### src/rtl/bitcount_arbiter.sv
`default_nettype none
// ============================================================================
// Module   : bitcount_arbiter
// Brief    : Two-requester round-robin arbiter that sequences an external
//            shift/count datapath to return the population count of an operand.
// Revision : 1.0  initial release
// ============================================================================
module bitcount_arbiter #(
    parameter int SCAN_LIMIT = 8
) (
    input  logic       clk,
    input  logic       reset,
    input  logic [1:0] req,
    input  logic [7:0] data0,
    input  logic [7:0] data1,
    output logic [1:0] gnt,
    output logic       busy,
    output logic [1:0] resp_valid,
    output logic [3:0] resp_count,
    output logic       resp_err,
    input  logic [1:0] resp_ack,
    output logic       dp_clear_result,
    output logic       dp_load_a,
    output logic       dp_right_shift,
    output logic       dp_incr,
    output logic       dp_done,
    output logic [7:0] dp_a_in,
    input  logic [7:0] dp_a_out,
    input  logic [2:0] dp_result
);

    localparam int            CW      = (SCAN_LIMIT < 1) ? 1 : $clog2(SCAN_LIMIT + 1);
    localparam logic [CW-1:0] C_LIMIT = CW'(SCAN_LIMIT);

    typedef enum logic [1:0] {
        S_IDLE = 2'd0,
        S_SCAN = 2'd1,
        S_WAIT = 2'd2,
        S_RESP = 2'd3
    } state_t;

    state_t          r_state;
    logic            r_id;
    logic            r_nz;
    logic            r_err;
    logic            r_rr_ptr;
    logic [CW-1:0]   r_shift_cnt;
    logic [3:0]      r_resp_count;
    logic            r_resp_err;

    state_t          w_state_nxt;
    logic            w_id_nxt;
    logic            w_nz_nxt;
    logic            w_err_nxt;
    logic            w_rr_nxt;
    logic [CW-1:0]   w_cnt_nxt;
    logic [3:0]      w_count_nxt;
    logic            w_rerr_nxt;
    logic            w_win;
    logic [7:0]      w_sel_data;

    logic [1:0]      w_gnt;
    logic            w_busy;
    logic [1:0]      w_resp_valid;
    logic            w_clear;
    logic            w_load;
    logic            w_shift;
    logic            w_incr;
    logic            w_done;
    logic [7:0]      w_a_in;

    // Preferred requester wins only on contention; a lone request always wins.
    assign w_win      = (req == 2'b11) ? r_rr_ptr : req[1];
    assign w_sel_data = w_win ? data1 : data0;

    always_comb begin
        w_state_nxt  = r_state;
        w_id_nxt     = r_id;
        w_nz_nxt     = r_nz;
        w_err_nxt    = r_err;
        w_rr_nxt     = r_rr_ptr;
        w_cnt_nxt    = r_shift_cnt;
        w_count_nxt  = r_resp_count;
        w_rerr_nxt   = r_resp_err;
        w_gnt        = 2'b00;
        w_busy       = 1'b0;
        w_resp_valid = 2'b00;
        w_clear      = 1'b0;
        w_load       = 1'b0;
        w_shift      = 1'b0;
        w_incr       = 1'b0;
        w_done       = 1'b0;
        w_a_in       = 8'h00;

        case (r_state)
            S_IDLE: begin
                if (req != 2'b00) begin
                    w_gnt       = w_win ? 2'b10 : 2'b01;
                    w_clear     = 1'b1;
                    w_load      = 1'b1;
                    w_a_in      = w_sel_data;
                    w_id_nxt    = w_win;
                    w_nz_nxt    = (w_sel_data != 8'h00);
                    w_cnt_nxt   = '0;
                    w_state_nxt = S_SCAN;
                end
            end
            S_SCAN: begin
                w_busy = 1'b1;
                if (dp_a_out == 8'h00) begin
                    w_done      = 1'b1;
                    w_state_nxt = S_WAIT;
                end else if (r_shift_cnt == C_LIMIT) begin
                    w_done      = 1'b1;
                    w_err_nxt   = 1'b1;
                    w_state_nxt = S_WAIT;
                end else begin
                    w_shift   = 1'b1;
                    w_incr    = dp_a_out[0];
                    w_cnt_nxt = r_shift_cnt + CW'(1);
                end
            end
            S_WAIT: begin
                w_busy = 1'b1;
                // A full 0xFF operand wraps the 3-bit datapath count back to zero.
                if ((dp_result == 3'd0) && r_nz) begin
                    w_count_nxt = 4'd8;
                end else begin
                    w_count_nxt = {1'b0, dp_result};
                end
                w_rerr_nxt  = r_err;
                w_state_nxt = S_RESP;
            end
            S_RESP: begin
                w_busy       = 1'b1;
                w_resp_valid = r_id ? 2'b10 : 2'b01;
                if (resp_ack[r_id]) begin
                    w_rr_nxt    = ~r_id;
                    w_err_nxt   = 1'b0;
                    w_state_nxt = S_IDLE;
                end
            end
            default: begin
                w_state_nxt = S_IDLE;
            end
        endcase
    end

    always_ff @(posedge clk) begin
        if (!reset) begin
            r_state      <= S_IDLE;
            r_id         <= 1'b0;
            r_nz         <= 1'b0;
            r_err        <= 1'b0;
            r_rr_ptr     <= 1'b0;
            r_shift_cnt  <= '0;
            r_resp_count <= 4'd0;
            r_resp_err   <= 1'b0;
        end else begin
            r_state      <= w_state_nxt;
            r_id         <= w_id_nxt;
            r_nz         <= w_nz_nxt;
            r_err        <= w_err_nxt;
            r_rr_ptr     <= w_rr_nxt;
            r_shift_cnt  <= w_cnt_nxt;
            r_resp_count <= w_count_nxt;
            r_resp_err   <= w_rerr_nxt;
        end
    end

    // Controls are forced low for the whole reset cycle, not only after the edge.
    assign gnt             = reset ? w_gnt        : 2'b00;
    assign busy            = reset ? w_busy       : 1'b0;
    assign resp_valid      = reset ? w_resp_valid : 2'b00;
    assign dp_clear_result = reset ? w_clear      : 1'b0;
    assign dp_load_a       = reset ? w_load       : 1'b0;
    assign dp_right_shift  = reset ? w_shift      : 1'b0;
    assign dp_incr         = reset ? w_incr       : 1'b0;
    assign dp_done         = reset ? w_done       : 1'b0;
    assign dp_a_in         = reset ? w_a_in       : 8'h00;
    assign resp_count      = r_resp_count;
    assign resp_err        = r_resp_err;

endmodule
`default_nettype wire

### config.mk
export PLATFORM = sky130hd
export DESIGN_NAME = bitcount_arbiter
export DESIGN_NICKNAME = d
export VERILOG_FILES = /design/src/rtl/bitcount_arbiter.sv
export SDC_FILE = /design/constraint.sdc
export NUM_CORES = 1
export LEC_CHECK = 0
export ABC_AREA = 1
export BUFFER_PORTS_ARGS = -buffer_cell sky130_fd_sc_hd__buf_2
export CAP_MARGIN = 10
export CORE_UTILIZATION = 45
export CTS_CLUSTER_SIZE = 24
export DETAILED_ROUTE_END_ITERATION = 10
export GPL_TIMING_DRIVEN = 0
export PLACE_DENSITY = 0.76
export SYNTH_ARGS = -nofsm -noshare
export SYNTH_HDL_FRONTEND = slang
export SYNTH_SLANG_ARGS = --single-unit
### constraint.sdc
create_clock -name clk -period 3.3 [get_ports clk]
set_input_delay 0.33 -clock clk [delete_from_list [all_inputs] [get_ports clk]]
set_output_delay 0.33 -clock clk [all_outputs]
set_load 0.05 [all_outputs]
==> metrics.md <==
| Metric | Value |
|---|---|
| Critical Path RT | `2.97 ns` |
| Initial drt markers | `23` |
| Top Ports | `56` |
| Total Power | `1.08 mW` |
| Syn_area_per_cell | `around 6.3 sq um` |
| Routed wire length | `about 2.6 mm` |
| RSZ-0062 raised after global routing | `no` |
| Placed cell areas | `0.00148 sq mm` |
| Post-Syn Nets | `226` |
| Slew Limit Fails | `0` |
| Num CTS Buffers | `3` |
| Largest net degree at the start of global routing | `11` |
| Hold buffer count at cts | `0` |
| Power density cells | `720 mW/mm^2` |
| Max IR drop VDD | `about 0.48 mV` |
| Remaining DRCs | `0` |
| Beginning of the worst hold path | `dp_result[2]` |
| Layout cell share with drive strength beyond 1 | `between 30% and 40%` |
| Slowest cell on crit path | `dfxtp_1` |
| Clock Sinks | `15` |
| Setup crit start kind | `flop` |
| Full die area | `0.00282 sq mm` |
| Crit share post-route | `68.0%` |
| Seq/Total Area, Yosys | `25.6%` |
| 1st-pass router iterations | `7` |
| Crit path launch | `r_state[0]$_SDFFE_PN0P_` |
| Cell variety after synth | `29` |
| Max Root-Sink Buffers | `2` |
| Setup_tns | `0 ns` |
| Final Cell Area | `0.00150 sq mm` |
| Number of setup buffers added after CTS | `0` |
| Synth Instances | `around 190` |
| Min-delay worst type | `in2reg` |
| First-pass GRT wire length | `4.15 mm` |
| Post-CTS sizing | `0` |
| Vias per inst | `about 4.6` |
| Total grt overflow | `0` |
| Hold WS | `0.282 ns` |
| Post-DRT Antenna Nets | `0` |
| TritonCTS clock tree | `done` |
| Nets | `284` |
| GRT Resource Usage Total | `19.9%` |
| Leak | `between 0.8 and 0.9 nW` |
| Hold Vio Cnt, Final | `0` |
| Setup CP Type | `reg2out` |
| Cells along the critical path | `inv_1, ha_1, inv_1, nor2_2, inv_2, nor2_4, inv_2, a21oi_1, buf_2` |
| Initial antenna violation count | `0` |
| Max Clock Freq | `0.446 GHz` |
| Clk_skew | `0.0101 ns` |
| Clock Pin Slew Worst Setup and Hold Paths | `0.10 ns` |
| Wire per inst | `approximately 9.4 um` |
| Initial Util | `47.4%` |
| DP HPWL | `~2.1 mm` |
| Vias in the first global route | `1,069` |
| Ant. Diodes | `0` |
| R2R Path Start | `r_state[1]$_SDFFE_PN0P_` |
| Final Setup Violations | `0` |
| Cell Area, Synth | `~0.0012 sq mm` |
| Status | `finished, final reports clean` |
| Critical path arrival | `approximately 1.9 ns` |
| Fin crit period | `2.24 ns` |
| Via count | `1,254` |
| Core area | `0.00248 sq mm` |
| Die H | `roughly 53 um` |
| CP max FO | `9` |
| Syn. warnings | `0` |
| Max Cap Viol | `0` |
| Slew @ Worst Pin | `0.272 ns` |
| Die Wd | `between 50 and 60 um` |
| Most common cell after layout, fill and taps aside | `buf_2` |
| Max-Slew Margin vs Limit | `about four fifths` |
| Critical path's largest stage delay | `about 0.35 ns` |
| Syn-to-layout area delta | `28.1%` |
| R2r setup slk | `1.85 ns` |
| Crit end category | `output pin` |
| PortBufs | `53` |
| GPL Wtd Cong | `0.802` |
| Clk_lat worst skew | `0.30 ns` |
| #FFs+latches synth | `15` |
| Root Buffer | `clkbuf_4` |
| Most frequent cells in the layout | `buf_2 (55), nand2_1 (42), nor2_1 (40)` |
| FP Rows | `18` |
| # H-tree levels | `1` |
-- synth_stat cells --
master	number	area share, %
xor2_1	1	0.75
inv_1	20	6.4
nand2_2	3	1.6
nand4_1	4	2.1
a211oi_1	1	0.64
o21ai_2	1	0.75
buf_2	2	0.85
nor3b_1	1	0.64
nand3_2	1	0.85
o211ai_1	1	0.64
nor2_4	3	2.9
nand3_1	8	3.4
o21ai_0	5	2.1
nand2_8	1	1.7
o21ai_1	2	0.85
buf_6	1	0.96
o21bai_1	1	0.64
nor2_1	40	13
nand2_1	42	13
nor2_2	2	1.1
a21oi_1	8	3.4
inv_2	6	1.9
nand2_4	2	1.9
nand3b_1	4	2.6
ha_1	7	7.5
o22ai_1	1	0.53
nor3_1	2	0.85
buf_4	1	0.64
dfxtp_1	15	26
-- logic make-up after synthesis --
kind of cell             count (synthesis)  share of synthesized area (%)
adder cells (fa/ha/maj)                  7                           7.46
AND/OR/NAND/NOR                        113                           45.8
buffers and inverters                   30                           10.8
AO/OA/AOI/OAI                           20                           9.60
XOR/XNOR                                 1                          0.746
flip-flops                              15                           25.6
-- worst max-delay path, delay by kind of cell, from the launching register on --
kind | cells | cell delay (ns)
AO/OA/AOI/OAI | 1 | 0.12
adder cells (fa/ha/maj) | 1 | 0.26
buffers and inverters | 5 | 0.61
flip-flops | 1 | 0.35
AND/OR/NAND/NOR | 2 | 0.27
-- final timing paths --
check,end,depth (start not counted)
setup / recovery,dp_a_in[7],9
hold reg to reg,resp_count[3]$_SDFFE_PN0P_,2
hold / removal,resp_count[2]$_SDFFE_PN0P_,3
setup reg to reg,r_shift_cnt[0]$_SDFFE_PN0P_,9
-- state kept, by name, summed over array words and instances, names as in the netlist --
signal / count
r_id: 1
r_state: 2
r_nz: 1
r_rr_ptr: 1
r_shift_cnt: 4
resp_err: 1
resp_count: 4
r_err: 1
-- through the flow --
| step | setup WS (ns) | utilization (%) | cells |
|---|---|---|---|
| CTS | 1.05 | 60.7 | 273 |
| global route | 0.880 | 60.7 | 273 |
| global placement | 1.40 | 59.6 | 269 |
| detailed placement | 1.39 | 59.6 | 269 |
| finish | 1.06 | 60.7 | 273 |
| floorplan | 0.854 | - | 186 |
-- area by class of cell --
| cell class | count | area (sq um) |
|---|---|---|
| Timing Repair Buffer | 53 | 265 |
| Inverter | 26 | 97.6 |
| Buffer | 4 | 28.8 |
| Fill cell | 253 | 973 |
| Clock inverter | 1 | 5.00 |
| Clock buffer | 3 | 22.5 |
| Sequential cell | 15 | 300 |
| Tap cell | 30 | 37.5 |
| Multi-Input combinational cell | 141 | 747 |
-- power by group --
part	total, mW	internal (mW)	switching (mW)
registers	0.270	0.232	0.0380
clock network	0.112	0.0451	0.0664
logic	0.702	0.201	0.501
-- metal layers --
metal | vias to the layer above | GRT usage [%] | routed length (um)
met5 | - | 0 | 0
met3 | 2 | 6.03 | 126
li1 | 702 | - | -
met4 | 0 | 3.95 | 12
met1 | 523 | 23.7 | 1240
met2 | 27 | 34.8 | 1190
Power figures use the tool's default switching activity.
